[src/rtl/pmu_regif_pkg.sv]
// Shared types and constants for the PMU AXI-lite register interface.
package pmu_regif_pkg;

   typedef enum logic [2:0] {
      IDLE,
      WR_REQ,
      WR_REL,
      WR_RESP,
      RD_REQ,
      RD_REL,
      RD_RESP
   } state_e;

   localparam logic [1:0] RESP_OKAY   = 2'b00;
   localparam logic [1:0] RESP_SLVERR = 2'b10;

   // Counter registers are 64-bit; accesses must be 8-byte aligned.
   localparam int unsigned ALIGN_BITS = 3;

endpackage

[src/rtl/synchronizer_2_stage.sv]
// Two-flop level synchroniser into the clk domain.
module synchronizer_2_stage (
   input  logic clk,
   input  logic rst,
   input  logic din,
   output logic dout
);

   logic meta;

   // Shift the asynchronous level through two flops.
   always_ff @(posedge clk or negedge rst) begin
      if (!rst) begin
         meta <= 1'b0;
         dout <= 1'b0;
      end else begin
         meta <= din;
         dout <= meta;
      end
   end

endmodule

[src/rtl/pmu_axil_regif.sv]
// AXI4-Lite slave bridging single-beat accesses onto the PMU counter bank's
// four-phase enable/valid handshake, with read/write arbitration and timeout.
module pmu_axil_regif
   import pmu_regif_pkg::*;
#(
   parameter int unsigned DATA_WIDTH            = 64,
   parameter int unsigned ADDRESS_WIDTH         = 64,
   parameter int unsigned COUNTER_ADDRESS_WIDTH = 16,
   parameter int unsigned TIMEOUT_CYCLES        = 1024
) (
   input  logic                             noc_clk,
   input  logic                             rst,
   input  logic [ADDRESS_WIDTH-1:0]         s_axi_awaddr,
   input  logic                             s_axi_awvalid,
   output logic                             s_axi_awready,
   input  logic [DATA_WIDTH-1:0]            s_axi_wdata,
   input  logic [DATA_WIDTH/8-1:0]          s_axi_wstrb,
   input  logic                             s_axi_wvalid,
   output logic                             s_axi_wready,
   output logic [1:0]                       s_axi_bresp,
   output logic                             s_axi_bvalid,
   input  logic                             s_axi_bready,
   input  logic [ADDRESS_WIDTH-1:0]         s_axi_araddr,
   input  logic                             s_axi_arvalid,
   output logic                             s_axi_arready,
   output logic [DATA_WIDTH-1:0]            s_axi_rdata,
   output logic [1:0]                       s_axi_rresp,
   output logic                             s_axi_rvalid,
   input  logic                             s_axi_rready,
   output logic                             counter_read_enable,
   input  logic                             counter_read_valid,
   output logic [COUNTER_ADDRESS_WIDTH-1:0] counter_read_address,
   input  logic [DATA_WIDTH-1:0]            counter_read_data,
   output logic                             counter_write_enable,
   input  logic                             counter_write_valid,
   output logic [COUNTER_ADDRESS_WIDTH-1:0] counter_write_address,
   output logic [DATA_WIDTH-1:0]            counter_write_data
);

   localparam int unsigned TW = $clog2(TIMEOUT_CYCLES);
   localparam logic [TW-1:0] T_LAST = TW'(TIMEOUT_CYCLES - 1);

   state_e                           state, state_nxt;
   logic                             aw_full, w_full, ar_full, ready_en;
   logic [COUNTER_ADDRESS_WIDTH-1:0] aw_addr_q, ar_addr_q;
   logic [DATA_WIDTH-1:0]            w_data_q;
   logic [DATA_WIDTH/8-1:0]          w_strb_q;
   logic                             last_wr;
   logic [TW-1:0]                    tcnt;
   logic                             rv_s, wv_s;
   logic                             serve_wr, serve_rd, wr_legal, rd_legal, timeout;

   // Address bits above the counter address alias onto the same registers.
   logic unused_addr_bits;
   assign unused_addr_bits = ^{s_axi_awaddr[ADDRESS_WIDTH-1:COUNTER_ADDRESS_WIDTH],
                               s_axi_araddr[ADDRESS_WIDTH-1:COUNTER_ADDRESS_WIDTH]};

   synchronizer_2_stage u_sync_rv (
      .clk  (noc_clk),
      .rst  (rst),
      .din  (counter_read_valid),
      .dout (rv_s)
   );

   synchronizer_2_stage u_sync_wv (
      .clk  (noc_clk),
      .rst  (rst),
      .din  (counter_write_valid),
      .dout (wv_s)
   );

   // Arbitration and legality decode for the pending transactions.
   always_comb begin
      serve_wr = 1'b0;
      serve_rd = 1'b0;
      if (aw_full && w_full && ar_full) begin
         serve_rd = last_wr;
         serve_wr = !last_wr;
      end else begin
         serve_wr = aw_full && w_full;
         serve_rd = ar_full;
      end
      wr_legal = (&w_strb_q) && (aw_addr_q[ALIGN_BITS-1:0] == '0);
      rd_legal = (ar_addr_q[ALIGN_BITS-1:0] == '0);
      timeout  = (tcnt == T_LAST);
   end

   // State register.
   always_ff @(posedge noc_clk or negedge rst) begin
      if (!rst) state <= IDLE;
      else      state <= state_nxt;
   end

   // Next-state logic.
   always_comb begin
      state_nxt = state;
      case (state)
         IDLE: begin
            if (serve_wr)      state_nxt = wr_legal ? WR_REQ : WR_RESP;
            else if (serve_rd) state_nxt = rd_legal ? RD_REQ : RD_RESP;
         end
         WR_REQ:  if (wv_s || timeout) state_nxt = WR_REL;
         WR_REL:  if (!wv_s)           state_nxt = WR_RESP;
         WR_RESP: if (s_axi_bready)    state_nxt = IDLE;
         RD_REQ:  if (rv_s || timeout) state_nxt = RD_REL;
         RD_REL:  if (!rv_s)           state_nxt = RD_RESP;
         RD_RESP: if (s_axi_rready)    state_nxt = IDLE;
         default:                      state_nxt = IDLE;
      endcase
   end

   // Handshake and enable outputs decoded from state and capture flags.
   always_comb begin
      s_axi_awready        = ready_en && !aw_full;
      s_axi_wready         = ready_en && !w_full;
      s_axi_arready        = ready_en && !ar_full;
      s_axi_bvalid         = (state == WR_RESP);
      s_axi_rvalid         = (state == RD_RESP);
      counter_write_enable = (state == WR_REQ);
      counter_read_enable  = (state == RD_REQ);
   end

   // Capture registers, arbitration history, timeout counter and responses.
   always_ff @(posedge noc_clk or negedge rst) begin
      if (!rst) begin
         ready_en              <= 1'b0;
         aw_full               <= 1'b0;
         w_full                <= 1'b0;
         ar_full               <= 1'b0;
         aw_addr_q             <= '0;
         ar_addr_q             <= '0;
         w_data_q              <= '0;
         w_strb_q              <= '0;
         last_wr               <= 1'b1;
         tcnt                  <= '0;
         s_axi_bresp           <= RESP_OKAY;
         s_axi_rresp           <= RESP_OKAY;
         s_axi_rdata           <= '0;
         counter_write_address <= '0;
         counter_write_data    <= '0;
         counter_read_address  <= '0;
      end else begin
         ready_en <= 1'b1;
         if (s_axi_awvalid && s_axi_awready) begin
            aw_full   <= 1'b1;
            aw_addr_q <= s_axi_awaddr[COUNTER_ADDRESS_WIDTH-1:0];
         end
         if (s_axi_wvalid && s_axi_wready) begin
            w_full   <= 1'b1;
            w_data_q <= s_axi_wdata;
            w_strb_q <= s_axi_wstrb;
         end
         if (s_axi_arvalid && s_axi_arready) begin
            ar_full   <= 1'b1;
            ar_addr_q <= s_axi_araddr[COUNTER_ADDRESS_WIDTH-1:0];
         end
         if (state == WR_RESP && s_axi_bready) begin
            aw_full <= 1'b0;
            w_full  <= 1'b0;
         end
         if (state == RD_RESP && s_axi_rready) ar_full <= 1'b0;

         if (state != WR_REQ && state != RD_REQ) tcnt <= '0;
         else if (!timeout)                      tcnt <= tcnt + TW'(1);

         case (state)
            IDLE: begin
               if (serve_wr) begin
                  last_wr <= 1'b1;
                  if (wr_legal) begin
                     counter_write_address <= aw_addr_q;
                     counter_write_data    <= w_data_q;
                  end else begin
                     s_axi_bresp <= RESP_SLVERR;
                  end
               end else if (serve_rd) begin
                  last_wr <= 1'b0;
                  if (rd_legal) begin
                     counter_read_address <= ar_addr_q;
                  end else begin
                     s_axi_rdata <= '0;
                     s_axi_rresp <= RESP_SLVERR;
                  end
               end
            end
            WR_REQ: begin
               if (wv_s)         s_axi_bresp <= RESP_OKAY;
               else if (timeout) s_axi_bresp <= RESP_SLVERR;
            end
            RD_REQ: begin
               if (rv_s) begin
                  s_axi_rdata <= counter_read_data;
                  s_axi_rresp <= RESP_OKAY;
               end else if (timeout) begin
                  s_axi_rdata <= '1;
                  s_axi_rresp <= RESP_SLVERR;
               end
            end
            default: ;
         endcase
      end
   end

endmodule

[config.mk]
export PLATFORM = sky130hd
export DESIGN_NAME = pmu_axil_regif
export DESIGN_NICKNAME = d
export VERILOG_FILES = /design/src/rtl/pmu_regif_pkg.sv /design/src/rtl/synchronizer_2_stage.sv /design/src/rtl/pmu_axil_regif.sv
export SDC_FILE = /design/constraint.sdc
export NUM_CORES = 1
export LEC_CHECK = 0
export ABC_AREA = 1
export CORE_AREA = 3 3 172 174
export DETAILED_ROUTE_END_ITERATION = 8
export DIE_AREA = 0 0 175 177
export HOLD_SLACK_MARGIN = 0.08
export PLACE_DENSITY = 0.75
export SYNTH_ARGS = -nofsm -noshare
export SYNTH_HDL_FRONTEND = slang
export SYNTH_SLANG_ARGS = --single-unit
[constraint.sdc]
create_clock -name noc_clk -period 2.3 [get_ports noc_clk]
set_clock_uncertainty 0.05 [all_clocks]
set_input_delay 0.23 -clock noc_clk [delete_from_list [all_inputs] [get_ports noc_clk]]
set_output_delay 0.23 -clock noc_clk [all_outputs]
set_load 0.05 [all_outputs]
* Yosys cells after proc, flatten, opt, wreduce, memory -nomap -nowiden
Cells that the tools add are included.
** Storage, ports and cells
- Bits in registers :: 290
- Bits of input ports :: 273
- Output and inout bits :: 171
** Operators by class
- Add/subtract/negate cells :: 1
- Eq/ne operators :: 24
- Muxes and demuxes :: 39
- Bitwise logic cells :: 1
- Reductions and logical operators :: 34
** Operators by type and width (count)
- 64-bit two-way mux :: 5
- 64-bit case mux with 2 select lines :: 1
- 3-bit two-way mux :: 8
- 3-bit case mux with 7 select lines :: 1
- 10-bit two-way mux :: 2
- 2-bit two-way mux :: 10
- 2-bit inequality test (second input constant) :: 7
- 1-bit logical AND :: 12
- 2-bit nonzero test :: 6
- 10-bit by 1-bit adder with 10-bit output (second input constant) :: 1
- 10-bit == test (second input constant) :: 1
- 1-bit two-way mux :: 10
- 2-bit by 1-bit inequality test with 1-bit output (second input constant) :: 5
- 3-bit == test (second input constant) :: 3
- 3-bit logical NOT :: 3
- 3-bit by 1-bit inequality test with 1-bit output (second input constant) :: 3
- 2-bit case mux with 2 select lines :: 2
- 4-bit AND reduction :: 2
- 8-bit AND reduction :: 1
- 7-bit AND reduction :: 1
- 3-bit by 2-bit == test with 1-bit output (second input constant) :: 2
- 3-bit inequality test (second input constant) :: 2
- 5-bit AND reduction :: 1
- 1-bit logical NOT :: 4
- 5 further kinds :: 6

* Depth between registers and ports, before layout
- Depth after elaboration :: 6
- Mapped depth :: 11
- Gate-level depth less buffers :: 11

* Hierarchy
A second synthesis with hierarchy kept.
** Second synthesis, totals
- Cells, all modules :: 1108
- Area total of the unflattened synthesis :: 11487.3 um2
** By module, submodules not included
- pmu_axil_regif :: instances 1, cells each 1104, area each 11387.2 um2, sequential area each 7108.1 um2
- synchronizer_2_stage :: instances 2, cells each 2, area each 50.0 um2, sequential area each 50.0 um2

* Worst setup path after synthesis
OpenSTA, ideal clock, no wires.
- Kind :: reg-to-reg
- From :: register w_full
- To :: register w_data_q[0]
- Setup time :: 0.125 ns
- Data arrival time :: 1.933 ns
- Data required time :: 2.125 ns
- Slack :: 0.193 ns
- Cell stages (with the launch flop) :: 5
- Buffers on the path :: 1
- Clock period less this slack :: 2.107 ns
- Cell sequence :: dfrtp_1 > nor2_1 > nand2_1 > buf_2 > mux2_2
** On the way
- Cells in the longest elaborated chain, start to end :: 3
** RTL lines
- start: declaration :: RTL line pmu_axil_regif.sv:44 : logic aw_full, w_full, ar_full, ready_en;
- start signal: assignment :: RTL line pmu_axil_regif.sv:128 : w_full <= 1'b0;
- start signal: assignment :: RTL line pmu_axil_regif.sv:149 : w_full <= 1'b1;
- start signal: assignment :: RTL line pmu_axil_regif.sv:159 : w_full <= 1'b0;
- 1-bit logical NOT :: RTL line pmu_axil_regif.sv:115 : s_axi_wready = ready_en && !w_full;
- 1-bit logical AND :: RTL line pmu_axil_regif.sv:115
- via s_axi_wready :: RTL line pmu_axil_regif.sv:19 : output logic s_axi_wready,
- 1-bit logical AND :: RTL line pmu_axil_regif.sv:148 : if (s_axi_wvalid && s_axi_wready) begin
- end signal: assignment :: RTL line pmu_axil_regif.sv:150 : w_data_q <= s_axi_wdata;
- end: declaration :: RTL line pmu_axil_regif.sv:46 : logic [DATA_WIDTH-1:0] w_data_q;
The timed path passes the listed nets, and every way through them passes these cells.
A chain may end at the register's enable or synchronous reset.

* Worst setup path in the final report
- From :: register state[2]
- To :: output s_axi_bvalid
** On the way
- Cells in the longest elaborated chain, start to end :: 1
** RTL lines
- start: declaration :: RTL line pmu_axil_regif.sv:43 : state_e state, state_nxt;
- start signal: assignment :: RTL line pmu_axil_regif.sv:91 : else state <= state_nxt;
- 3-bit by 2-bit == test with 1-bit output :: RTL line pmu_axil_regif.sv:117 : s_axi_bvalid = (state == WR_RESP);
- end: declaration :: RTL line pmu_axil_regif.sv:21 : output logic s_axi_bvalid,
No other way between the ends.

==> reports/results.ini <==
[timing]
rsz0062_at_grt = false
relSlewSlack = 0.597
hold_viol = 0
slew_viol_final = 0
finalSetupTns_ns = 0
period_share = 0.948
min_period_ns = 2.18
setup_viol = 0
worst_pin_slew_ns = 0.604
fmax_mhz = 458

[placement]
placed_cell_area_um2 = 15500
dp_cells = 1791
place_congestion = 0.794
dp_hpwl_mm = 20.8
placement.io_buffers = 345

[setup_path]
worst_path_largest_cell_delay_ns = 0.59
critPathArrivalTime_ns = 1.90
timing.rr.start = state[1]
critPathTopFamily = buffers and inverters
path_class = reg2out
crit_chain = buf_4 -> nor2_1 -> dlygate4sd2_1
critPathLaunchType = flop
crit_path_end_kind = output pin
critical_path.startpoint = state[2]
cp_max_fo = 6
crit_buf_inv = 2
cpMaxStageDelayCell = dlygate4sd2_1
worst_ep_required_time_ns = 2.02
reg2reg_depth = 9
cp_num_cells = 3

[finish]
fillers = 2362
final_common_cell = nand2_1
mostFrequentLayoutCells = nand2_1 (349), clkdlybuf4s50_1 (337), dfrtp_1 (287), mux2_2 (85), o21ai_0 (84)
drive_gt1_frac = 0.159
nets = 1722
syn_to_final_growth_pct = 42.5
regArea_um2 = 7210
final_area_um2 = 16600
multi_input_area_um2 = 3860
instances_no_fill = 1849

[clock_network]
cts_tree = yes
clkLatencyLatePin_ns = 0.54
cts.sinks = 288
htree_num_levels = 1
root_buffer = clkbuf_16
clk_path_buf_depth = 3
numCtsBuffers = 30
cts.clk_slew.worst_paths_ns = 0.06

[global_route]
antenna_found_initial = 1
grt_overflow = 0
grt_max_degree = 76
grt_pass1_vias = 8820
grt_use_total = 0.188
grt_pass1_wl_mm = 47.5

[outcome]
status = completed

[synthesis]
seq_area_frac_synth = 0.620
synth.ff_latch_count = 288
syn_area_um2 = 11600
synth_flop_cell = dfrtp_1
synth_cell_types = 32
syn_avg_cell_area_um2 = 10.5
synth_async_sr_flop_share = 1.00
ys.warnings.count = 0
synth_edf_count = 0
synthCells = 1104

[floorplan]
rows = 61
die_y_um = 177
die-area_um2 = 31000
start_util = 0.416
core_area_um2 = 27900
die_x_um = 175
io_pins = 444

[min_path]
holdPathStages = 3
hold_class = in2reg
min_from = s_axi_araddr[2]

[detailed_routing]
wl_per_cell_um = 16.1
initialDrtViolationCount = 470
drt-met1-wl_mm = 12.6
vias_per_cell = 4.73
routed-wl-met3_mm = 1.56
wirelength_mm = 29.8
ant_nets = 0
firstDrtPassIters = 5
top_layer = met4
vias = 8755
wl_met2_mm = 14.8
drc = 0

[power_and_ir_drop]
p_leak_uw = 0.00767
power_density_nw_per_um2 = 1250
power_uw = 20700
ir_drop_mv = 0.790

[flow_run]
cap_violations = 0

==> final timing paths <==
check | end | slack (ns)
max reg2reg | counter_write_data[28] | 0.31
max in group asynchronous | last_wr | 1.27
min in group asynchronous | counter_write_data[55] | 0.23
min | ar_addr_q[2] | 0.21
min reg2reg | u_sync_wv.dout | 0.30
max | s_axi_bvalid | 0.12
==> layer usage <==
metal,track usage,up-vias
li1,-,4256
met1,0.247,4203
met2,0.320,241
met3,0.0345,55
met4,0.0529,0
met5,0,-
==> registers in the layout, indices dropped and copies added, names as in the netlist, 3 cells and up <==
register	count
w_data_q	64
s_axi_rdata	64
state	3
ar_addr_q	16
counter_write_data	64
tcnt	10
counter_read_address	16
counter_write_address	16
w_strb_q	8
aw_addr_q	16
==> through the flow <==
stage                     setup slack, ns  hold slack [ns]   util
after floorplan                     0.193           -0.116      -
after global routing               0.0170            0.197  0.593
after CTS                          0.0301            0.186  0.592
after detailed placement            0.313            0.208  0.556
final                               0.119            0.209  0.593
after global placement              0.349            0.201  0.556
==> tightest hold or removal path: cells and delay by family <==
kind            cells  cell delay, ns
simple gates        1            0.09
compound gates      1            0.04
buf+inv             1            0.39
==> Yosys cell counts (2+ instances only) <==
cell / number / share of area
clkbuf_1: 18 / 0.0058
o21ai_0: 84 / 0.036
o21ai_2: 55 / 0.041
nor2_4: 3 / 0.0029
buf_6: 12 / 0.012
nand2_1: 350 / 0.11
a21oi_1: 30 / 0.013
inv_1: 43 / 0.014
nor2_1: 51 / 0.016
inv_2: 7 / 0.0023
mux2_2: 85 / 0.082
buf_2: 20 / 0.0086
dfrtp_1: 287 / 0.62
nand2_2: 5 / 0.0027
nand4_1: 4 / 0.0022
nor3_1: 2 / 0.00086
a31oi_1: 2 / 0.0011
nand3_1: 8 / 0.0034
buf_4: 9 / 0.0058
o21ai_1: 13 / 0.0056
conb_1: 2 / 0.00065
xor2_1: 2 / 0.0015
a22oi_1: 3 / 0.0019
==> final cells by class <==
type | instances | share of cell area
flip-flops and latches | 288 | 0.435
multi-input cells | 707 | 0.233
repair buffers | 371 | 0.231
clock buffers | 46 | 0.0551
well taps | 378 | 0.0286
inverters | 50 | 0.0113
clock inverters | 8 | 0.00544
diodes | 1 | 0.000151
==> kinds of logic (layout without fill, tap and decap cells) <==
logic type,after synthesis,after routing,synth area share
other,2,4,0.000646
and+or+nand+nor,426,426,0.144
DFF,288,288,0.620
muxes,85,85,0.0824
xor gates and xnor gates,2,2,0.00151
AOI/OAI and AO/OA,190,190,0.101
adders and majority gates,1,1,0.00108
buffers and inverters,110,475,0.0484
==> where the power goes <==
| part | switching (uW) | leakage [uW] | internal, uW |
|---|---|---|---|
| clock | 1940 | 0.000500 | 2930 |
| sequential | 841 | 0.00373 | 6740 |
| combinational | 5250 | 0.00344 | 3010 |
| total | 8040 | 0.00767 | 12700 |
==> what timing repair did <==
item	in CTS	in global routing
resized for setup	2	2
endpoints found under the setup margin	2	2
setup buffers	0	0
hold endpoints to repair	100	0
hold buffers	3	0
Power figures use the tool's default switching activity.
